## src/rtl/note_glyph_blitter.sv

```systemverilog
// note_glyph_blitter
//   Copies one 8x8 note/rest glyph from note_rom into the staff frame buffer,
//   one pixel per DRAW cycle, at a commanded (x, y). Off-screen pixels are
//   clipped. Frame-buffer backpressure stalls the current pixel.
//
// Configuration macro:
//   NOTE_BLIT_OPAQUE_EN  defined   : clear bits of visible pixels write cmd_bg
//                        undefined : transparent, clear bits never write
//
// Ports:
//   clk, reset            rising-edge clock, synchronous active-high reset
//   cmd_valid/cmd_ready   draw-command handshake (one command at a time)
//   cmd_code/x/y/fg/bg    glyph code, top-left position, colours
//   rom_addr/rom_data     note_rom read port ({code, row}, combinational data)
//   fb_we/addr/data       frame-buffer write port, fb_ready accepts a write
//   busy                  high whenever not idle
//   done                  one-cycle pulse when the glyph is complete
//
// fb_addr is built as shifts and adds of SCREEN_W; SCREEN_W and SCREEN_H must
// fit in 11 bits and FB_ADDR_W must be at least 11.
module note_glyph_blitter #(
  parameter int SCREEN_W  = 640,
  parameter int SCREEN_H  = 480,
  parameter int FB_ADDR_W = 19,
  parameter int COLOR_W   = 4
) (
  input  logic                 clk,
  input  logic                 reset,
  input  logic                 cmd_valid,
  output logic                 cmd_ready,
  input  logic [2:0]           cmd_code,
  input  logic [9:0]           cmd_x,
  input  logic [9:0]           cmd_y,
  input  logic [COLOR_W-1:0]   cmd_fg,
  input  logic [COLOR_W-1:0]   cmd_bg,
  output logic [5:0]           rom_addr,
  input  logic [7:0]           rom_data,
  output logic                 fb_we,
  output logic [FB_ADDR_W-1:0] fb_addr,
  output logic [COLOR_W-1:0]   fb_data,
  input  logic                 fb_ready,
  output logic                 busy,
  output logic                 done
);

  typedef enum logic [1:0] {S_IDLE, S_FETCH, S_DRAW, S_DONE} state_e;

  localparam logic [10:0] SCREEN_W_11 = 11'(SCREEN_W);
  localparam logic [10:0] SCREEN_H_11 = 11'(SCREEN_H);

  state_e               state_q;
  logic [2:0]           code_q;
  logic [2:0]           row_q;
  logic [2:0]           col_q;
  logic [9:0]           x_q;
  logic [9:0]           y_q;
  logic [COLOR_W-1:0]   fg_q;
  logic [7:0]           bits_q;
  logic                 ready_q;
  logic                 busy_q;
  logic                 done_q;
  logic                 fb_we_q;
  logic [5:0]           rom_addr_q;
  logic [FB_ADDR_W-1:0] fb_addr_q;
  logic [COLOR_W-1:0]   fb_data_q;

  // Evaluation of the pixel that the next DRAW cycle will present: column 0
  // of the row arriving from the ROM (in FETCH), or the next column of the
  // row register (in DRAW).
  logic [7:0]           nxt_bits;
  logic [2:0]           nxt_col;
  logic [10:0]          nxt_px;
  logic [10:0]          nxt_py;
  logic                 nxt_bit;
  logic                 nxt_vis;
  logic                 nxt_we;
  logic [FB_ADDR_W-1:0] nxt_addr;
  logic [COLOR_W-1:0]   nxt_data;

  // NOTE: every variable gets an unconditional value first so no path through
  // the block can leave one unassigned and infer a latch.
  always_comb begin
    nxt_bits = (state_q == S_FETCH) ? rom_data : bits_q;
    nxt_col  = (state_q == S_FETCH) ? 3'd0 : col_q + 3'd1;
    // 11-bit sums so 1023 + 7 lands past the screen instead of wrapping.
    nxt_px   = {1'b0, x_q} + {8'd0, nxt_col};
    nxt_py   = {1'b0, y_q} + {8'd0, row_q};
    nxt_bit  = nxt_bits[3'd7 - nxt_col];
    nxt_vis  = (nxt_px < SCREEN_W_11) && (nxt_py < SCREEN_H_11);
    // py*SCREEN_W + px as a sum of shifted copies of py, one per set bit of
    // the pitch; the fixed width performs the truncation.
    nxt_addr = {{(FB_ADDR_W-11){1'b0}}, nxt_px};
    for (int i = 0; i < 11; i++) begin
      if (SCREEN_W_11[i]) begin
        nxt_addr = nxt_addr + ({{(FB_ADDR_W-11){1'b0}}, nxt_py} << i);
      end
    end
  end

`ifdef NOTE_BLIT_OPAQUE_EN
  logic [COLOR_W-1:0] bg_q;

  always_ff @(posedge clk) begin
    if (reset) begin
      bg_q <= '0;
    end else if (state_q == S_IDLE && cmd_valid) begin
      bg_q <= cmd_bg;
    end
  end

  assign nxt_we   = nxt_vis;
  assign nxt_data = nxt_bit ? fg_q : bg_q;
`else
  // Transparent mode never looks at the background colour.
  logic unused_bg;
  assign unused_bg = ^cmd_bg;

  assign nxt_we   = nxt_vis & nxt_bit;
  assign nxt_data = fg_q;
`endif

  // NOTE: sequential state is written only with non-blocking assignments so
  // every register samples the pre-edge values regardless of statement order.
  always_ff @(posedge clk) begin
    if (reset) begin
      state_q    <= S_IDLE;
      code_q     <= '0;
      row_q      <= '0;
      col_q      <= '0;
      x_q        <= '0;
      y_q        <= '0;
      fg_q       <= '0;
      bits_q     <= '0;
      ready_q    <= 1'b1;
      busy_q     <= 1'b0;
      done_q     <= 1'b0;
      fb_we_q    <= 1'b0;
      rom_addr_q <= '0;
      fb_addr_q  <= '0;
      fb_data_q  <= '0;
    end else begin
      done_q <= 1'b0;
      unique case (state_q)
        S_IDLE: begin
          if (cmd_valid) begin
            code_q     <= cmd_code;
            x_q        <= cmd_x;
            y_q        <= cmd_y;
            fg_q       <= cmd_fg;
            row_q      <= 3'd0;
            rom_addr_q <= {cmd_code, 3'd0};
            ready_q    <= 1'b0;
            busy_q     <= 1'b1;
            state_q    <= S_FETCH;
          end
        end
        S_FETCH: begin
          bits_q    <= rom_data;
          col_q     <= 3'd0;
          fb_we_q   <= nxt_we;
          fb_addr_q <= nxt_addr;
          fb_data_q <= nxt_data;
          state_q   <= S_DRAW;
        end
        S_DRAW: begin
          // A pending write that the frame buffer refuses holds everything.
          if (!fb_we_q || fb_ready) begin
            if (col_q == 3'd7) begin
              fb_we_q <= 1'b0;
              if (row_q == 3'd7) begin
                done_q  <= 1'b1;
                state_q <= S_DONE;
              end else begin
                row_q      <= row_q + 3'd1;
                rom_addr_q <= {code_q, row_q + 3'd1};
                state_q    <= S_FETCH;
              end
            end else begin
              col_q     <= col_q + 3'd1;
              fb_we_q   <= nxt_we;
              fb_addr_q <= nxt_addr;
              fb_data_q <= nxt_data;
            end
          end
        end
        S_DONE: begin
          ready_q <= 1'b1;
          busy_q  <= 1'b0;
          state_q <= S_IDLE;
        end
        default: state_q <= S_IDLE;
      endcase
    end
  end

  assign cmd_ready = ready_q;
  assign busy      = busy_q;
  assign done      = done_q;
  assign fb_we     = fb_we_q;
  assign fb_addr   = fb_addr_q;
  assign fb_data   = fb_data_q;
  assign rom_addr  = rom_addr_q;

endmodule

```

## config.mk

```make
export PLATFORM = sky130hd
export DESIGN_NAME = note_glyph_blitter
export DESIGN_NICKNAME = d
export VERILOG_FILES = /design/src/rtl/note_glyph_blitter.sv
export SDC_FILE = /design/constraint.sdc
export NUM_CORES = 1
export LEC_CHECK = 0
export ABC_CLOCK_PERIOD_IN_PS = 3900
export BUFFER_PORTS_ARGS = -buffer_cell sky130_fd_sc_hd__buf_2
export CORE_ASPECT_RATIO = 0.8
export CORE_MARGIN = 2
export CORE_UTILIZATION = 50
export CTS_BUF_LIST = sky130_fd_sc_hd__clkbuf_8
export DETAILED_ROUTE_END_ITERATION = 10
export PLACE_DENSITY_LB_ADDON = 0.12
export SLEW_MARGIN = 20
export SYNTH_ARGS = -nofsm -noshare
export SYNTH_HDL_FRONTEND = slang
export SYNTH_SLANG_ARGS = --single-unit
export TNS_END_PERCENT = 1
```

## constraint.sdc

```tcl
create_clock -name clk -period 3.9 [get_ports clk]
set_input_delay 0.39 -clock clk [delete_from_list [all_inputs] [get_ports clk]]
set_output_delay 0.39 -clock clk [all_outputs]
set_load 0.03 [all_outputs]
```

=== Word level (Yosys, flattened, before mapping) ===
Cells that the tools add are included.

* $add $sub $neg: 7
* Order comparisons: 3
* Equal/unequal tests: 10
* Multiplexer cells: 36
* Bitwise gates (word level): 4
* Reductions and logical operators: 14

{| class="wikitable"
|+ Operator list
! cell !! count
|-
| two-way mux 19 bit || 2
|-
| one-hot mux 19 bit (2 select lines) || 1
|-
| two-way mux 6 bit || 4
|-
| adder 10 x 3 -> 11 bit || 2
|-
| two-way mux 3 bit || 7
|-
| adder 11 x 18 -> 19 bit || 1
|-
| adder 19 bit || 1
|-
| one-hot mux 3 bit (2 select lines) || 2
|-
| one-hot mux 6 bit (2 select lines) || 1
|-
| less-than comparator 11 x 10 -> 1 bit, second input constant || 1
|-
| less-than comparator 11 x 9 -> 1 bit, second input constant || 1
|-
| != test 2 bit, second input constant || 5
|-
| two-way mux 2 bit || 4
|-
| two-way mux 4 bit || 2
|-
| two-way mux 8 bit || 1
|-
| one-hot mux 2 bit (4 select lines) || 1
|-
| one-hot mux 4 bit (2 select lines) || 1
|-
| adder 3 x 1 -> 3 bit, second input constant || 2
|-
| == test 3 bit, second input constant || 2
|-
| two-way mux 1 bit || 6
|-
| one-hot mux 1 bit (2 select lines) || 3
|-
| AND reduction 2 bit || 3
|-
| AND reduction 3 bit || 2
|-
| nonzero test 2 bit || 3
|-
| 13 further kinds || 16
|}

* Bits in registers: 76
* Output and inout bits: 33
* Logic and storage cells: 89

=== Logic depth before layout (Yosys ltp) ===
* Depth after elaboration: 9
* Gate-level depth with buffers: 18
* Depth with buffers taken out: 16

=== Worst setup path after synthesis ===
Ideal clock, no wire load.

* Kind: register to register
* Start: register state_q[1]
* End: register fb_addr_q[15], in the netlist fb_addr[15]
* Arrival time: 4.103 ns
* Data required time: 3.809 ns
* Path slack: -0.294 ns
* Stages on the path, launching flop included: 15
* Period minus slack after synthesis: 4.194 ns
* Path through: dfxtp_1 -> buf_6 -> nand2b_1 -> buf_2 -> clkbuf_1 -> and2_1 -> ha_1 -> a21oi_1 -> nor4b_1 -> fa_1 -> ha_1 -> a211o_1 -> a2111oi_2 -> o21ai_1 -> a311oi_1

* Longest elaborated chain between the ends: 8
* Elaborated cells on any way between the ends: 13

{| class="wikitable"
|+ RTL lines
! element !! RTL line !! source
|-
| from (decl) || 51 || <nowiki>state_e state_q;</nowiki>
|-
| from (signal assigned) || 126 || <nowiki>state_q <= S_IDLE;</nowiki>
|-
| from (signal assigned) || 154 || <nowiki>state_q <= S_FETCH;</nowiki>
|-
| from (signal assigned) || 163 || <nowiki>state_q <= S_DRAW;</nowiki>
|-
| == test 2 x 1 -> 1 bit || 84, 143 ||
|-
| two-way mux 3 bit || 84 || <nowiki>nxt_col = (state_q == S_FETCH) ? 3'd0 : col_q + 3'd1;</nowiki>
|-
| adder 10 x 3 -> 11 bit || 86 || <nowiki>nxt_px = {1'b0, x_q} + {8'd0, nxt_col};</nowiki>
|-
| adder 11 x 18 -> 19 bit || 95 || <nowiki>nxt_addr = nxt_addr + ({{(FB_ADDR_W-11){1'b0}}, nxt_py} << i);</nowiki>
|-
| adder 19 bit || 95 ||
|-
| two-way mux 19 bit || 168 || <nowiki>if (col_q == 3'd7) begin</nowiki>
|-
| two-way mux 19 bit || 167 || <nowiki>if (!fb_we_q || fb_ready) begin</nowiki>
|-
| one-hot mux 19 bit (2 select lines) || 143 || <nowiki>unique case (state_q)</nowiki>
|-
| to (signal assigned) || 161 || <nowiki>fb_addr_q <= nxt_addr;</nowiki>
|-
| to (signal assigned) || 181 || <nowiki>fb_addr_q <= nxt_addr;</nowiki>
|-
| to (decl) || 64 || <nowiki>logic [FB_ADDR_W-1:0] fb_addr_q;</nowiki>
|}

Parallel ways exist; a longest one is shown, timed or not. The select of a mux whose other input is x is not followed.
A chain may end at the register's enable or synchronous reset.

=== Final worst setup path ===
* Start: register col_q[0]
* End: register fb_addr_q[15], in the netlist fb_addr[15]

* Longest elaborated chain between the ends: 8
* Elaborated cells on any way between the ends: 11

{| class="wikitable"
|+ RTL lines
! element !! RTL line !! source
|-
| from (decl) || 54 || <nowiki>logic [2:0] col_q;</nowiki>
|-
| from (signal assigned) || 179 || <nowiki>col_q <= col_q + 3'd1;</nowiki>
|-
| adder 3 x 1 -> 3 bit || 84 ||
|-
| two-way mux 3 bit || 84 ||
|-
| adder 10 x 3 -> 11 bit || 86 ||
|-
| adder 11 x 18 -> 19 bit || 95 ||
|-
| adder 19 bit || 95 ||
|-
| two-way mux 19 bit || 168 ||
|-
| two-way mux 19 bit || 167 ||
|-
| one-hot mux 19 bit (2 select lines) || 143 ||
|}

Parallel ways exist; a longest one is shown, timed or not. The select of a mux whose other input is x is not followed.

==> impl_metrics.json <==
{
  "outcome": "complete, no violations",
  "clkSlewWorstSetupHoldPaths_ns": 0.08,
  "layout.nets": 624,
  "final_design_area_no_fill_mm2": 0.00479,
  "power_per_cell_area_mw_per_mm2": 367,
  "critical_path.max_fanout": 4,
  "dp.final_hpwl_um": 6550,
  "mapped_area_mm2": 0.00393,
  "finalCriticalPeriod_ns": 3.83,
  "postSynthCellCount": 470,
  "timing.final.hold_violations": 0,
  "first_global_vias": 3327,
  "synth_edf_count": 0,
  "min_path_type": "in2reg",
  "gp_congestion": 0.876,
  "yosysWarningCount": 0,
  "ys.flop_type": "sky130_fd_sc_hd__dfxtp_1",
  "detailed_route_wl_um": 9520,
  "htree_num_levels": 3,
  "die_x_um": 103,
  "timing.final.setup_violations": 0,
  "placement.io_buffers": 71,
  "grt_pass1_wl_um": 15400,
  "critical_path_data_arrival_time_ns": 4.09,
  "share_comb_of_total_power_pct": 21.1,
  "p_total_mw": 1.76,
  "boundaryPins": 76,
  "drcViolationCount": 0,
  "clk_latency_ns": 0.35,
  "worstSetupPathType": "reg2reg",
  "sequentialPowerShare_pct": 47.4,
  "core.rowCount": 28,
  "placed_cell_area_mm2": 0.00443,
  "height_of_the_die_um": 83.3,
  "timing.final.crit_share_pct": 98.2,
  "antenna_cells_inserted": 0,
  "gr-total-overflow": 0,
  "setup.reg_to_reg.worst_slack_ns": 0.07,
  "grt_setup_unrepaired": "true",
  "timing.fmax_ghz": 0.261,
  "number_of_antenna_violations_at_the_first_check_in_global_routing": 0,
  "routed_via_density": 5.38,
  "tritoncts.num_buffers": 9,
  "starting_density_of_the_core_pct": 52.4,
  "drtIter0Drc": 157,
  "power.static_leakage_nw": 2.07,
  "cts_tree": "yes",
  "gr-usage-all-layers_pct": 22.5,
  "vdd_ir_drop_max_mv": 0.227,
  "fin_skew_ns": 0.0106,
  "part_of_the_power_in_the_clock_network_pct": 31.6,
  "die-area_mm2": 0.00859,
  "ant_nets": 0,
  "post_synth.cell_area_avg_um2": 8.36,
  "postSynthNetCount": 547,
  "grt_max_degree": 76,
  "synth-seq-cells": 73,
  "switching_share_pct": 31.9,
  "synthDistinctLibCells": 55,
  "netSwitchingPower_mw": 0.561,
  "synth_seq_area_share_pct": 37.2,
  "vias": 3537,
  "crit_required_ns": 4.16,
  "cap_violations": 0,
  "crit_path_end_kind": "flip-flop",
  "layout-drive-gt1-share_pct": 25.5,
  "synth_async_sr_flop_share_pct": 0,
  "pint_mw": 1.20,
  "root_buffer": "sky130_fd_sc_hd__clkbuf_8",
  "numClockSinks": 73,
  "area.growth.synth_to_final_pct": 22.0,
  "slew_viol_final": 0,
  "drt_first_pass_iters": 4,
  "clk_path_buf_depth": 2,
  "relative_max_transition_margin_pct": 28.7,
  "drt-wirelength-per-cell_um": 14.5,
  "critPathLaunchType": "flip-flop",
  "floorplan.core_area_mm2": 0.00750,
  "worst_slew_pin_slew_ns": 1.07
}
==> flip-flops by register name, indices dropped and copies added, names as in the netlist <==
signal / count
fb_addr: 19
x_q: 10
y_q: 10
bits_q: 8
fb_data: 4
fg_q: 4
rom_addr: 4
code_q: 3
col_q: 3
row_q: 2
state_q: 2
busy: 1
cmd_ready: 1
done: 1
fb_we: 1
==> path summary, 6_finish.rpt <==
path                                            endpoint                startpoint  cells past startpoint
worst min register to register  fb_addr[11]$_SDFFE_PP0P_  fb_addr[11]$_SDFFE_PP0P_                      2
worst max register to register  fb_addr[15]$_SDFFE_PP0P_     col_q[0]$_SDFFE_PP0P_                     15
worst min-delay path                bits_q[3]$_SDFF_PP0_               rom_data[3]                      3
worst max-delay path            fb_addr[15]$_SDFFE_PP0P_     col_q[0]$_SDFFE_PP0P_                     15
==> repair_timing <==
item                       4_1_cts  5_1_grt
setup buffers                    0        9
hold buffers                     0        0
gates resized for setup          1       23
cloned                           0        0
setup endpoints to repair        3        6
pin swaps                        2       21
==> metrics by stage <==
stage | setup slack, ns | setup TNS, ns | instances | util (%) | hold WS, ns
CTS | -0.0393 | -0.0393 | 648 | 61.6 | 0.267
global route | -0.0945 | -0.290 | 657 | 63.9 | 0.272
floorplan | -0.0471 | -0.123 | 470 | - | 0.432
detailed placement | -0.0770 | -0.132 | 632 | 59.1 | 0.442
global placement | -0.000284 | -0.000284 | 632 | 59.1 | 0.434
finish | 0.0719 | 0 | 657 | 63.9 | 0.271
==> synth_stat cells (all sizes together), types with 4 or more instances <==
master	count	area, µm²
clkbuf	19	71.3
a211oi	10	75.1
inv	5	18.8
fa	5	100
buf	8	55.1
o21ai	4	20.0
dfxtp	73	1460
or3	4	25.0
nand2	111	417
ha	29	363
a21oi	68	340
xnor2	14	123
o31ai	4	30.0
nand4	4	25.0
a311oi	4	35.0
nand2b	8	57.6
nor2	26	97.6
xor2	9	78.8
nand3	14	70.1
nor2b	5	31.3
==> routing by layer <==
layer | global-route usage, % | up-vias | share of wire, %
met5 | 0 | - | 0
met4 | 8.25 | 0 | 1.3
met3 | 5.47 | 10 | 5.8
met2 | 33.3 | 102 | 45
met1 | 31.6 | 1628 | 48
li1 | - | 1797 | -
==> worst max-delay path, stage by stage, from the launching register on <==
cell                        delay, ns
sky130_fd_sc_hd__dfxtp_2         0.34
sky130_fd_sc_hd__ha_4            0.16
sky130_fd_sc_hd__ha_4            0.20
sky130_fd_sc_hd__and2_4          0.14
sky130_fd_sc_hd__ha_4            0.30
sky130_fd_sc_hd__nand3_4         0.07
sky130_fd_sc_hd__and2_4          0.17
sky130_fd_sc_hd__nor2_4          0.12
sky130_fd_sc_hd__xor2_2          0.17
sky130_fd_sc_hd__fa_1            0.46
sky130_fd_sc_hd__ha_1            0.29
sky130_fd_sc_hd__a21o_1          0.17
sky130_fd_sc_hd__a211o_1         0.34
sky130_fd_sc_hd__a2111oi_4       0.44
sky130_fd_sc_hd__o21ai_1         0.10
sky130_fd_sc_hd__a311oi_1        0.26
==> layout make-up <==
class | instances | area (µm²)
sequential | 73 | 1460
clock inverter | 5 | 30.0
clock buffer | 11 | 151
multi-input combinational | 365 | 2470
inverter | 5 | 18.8
tap | 105 | 131
fill | 689 | 2700
timing repair buffer | 93 | 524
==> power by group through the flow <==
stage / clock, mW / sequential, mW / combinational (mW)
4_1_cts: 0.564 / 0.831 / 0.355
3_5_place_dp: 0 / 0.848 / 0.353
6_report: 0.555 / 0.833 / 0.370
3_3_place_gp: 0 / 0.846 / 0.348
5_1_grt: 0.598 / 0.840 / 0.412
2_1_floorplan: 0 / 0.890 / 0.211
==> cells in the final DEF (no fill, tap or decap), types with 3 or more instances in the layout <==
cell,instances
sky130_fd_sc_hd__nor2b_1,4
sky130_fd_sc_hd__nand2_1,111
sky130_fd_sc_hd__nand4_1,4
sky130_fd_sc_hd__nor2_1,23
sky130_fd_sc_hd__ha_4,3
sky130_fd_sc_hd__nand2b_1,6
sky130_fd_sc_hd__a21oi_1,65
sky130_fd_sc_hd__o31ai_1,4
sky130_fd_sc_hd__a21o_1,3
sky130_fd_sc_hd__o21ai_0,3
sky130_fd_sc_hd__a311oi_1,4
sky130_fd_sc_hd__buf_4,21
sky130_fd_sc_hd__or3_1,4
sky130_fd_sc_hd__xor2_1,8
sky130_fd_sc_hd__nand3_1,13
sky130_fd_sc_hd__mux2i_1,3
sky130_fd_sc_hd__buf_2,71
sky130_fd_sc_hd__a211oi_1,9
sky130_fd_sc_hd__inv_1,4
sky130_fd_sc_hd__xnor2_1,14
sky130_fd_sc_hd__clkbuf_8,11
sky130_fd_sc_hd__a21oi_2,3
sky130_fd_sc_hd__clkinv_2,3
sky130_fd_sc_hd__ha_1,24
sky130_fd_sc_hd__fa_1,3
sky130_fd_sc_hd__dfxtp_1,71
==> cell families (layout without fill, tap and decap cells) <==
group | count (synthesis) | after routing | synth area share [%]
AND/OR/NAND/NOR | 191 | 191 | 22.0
multiplexers | 4 | 4 | 1.34
adder cells (fa/ha/maj) | 34 | 34 | 11.8
XOR/XNOR | 24 | 24 | 5.70
AO/OA/AOI/OAI | 112 | 112 | 18.2
flip-flops | 73 | 73 | 37.2
buffers and inverters | 32 | 114 | 3.69
Note: power is estimated with default switching activity, not from simulation.
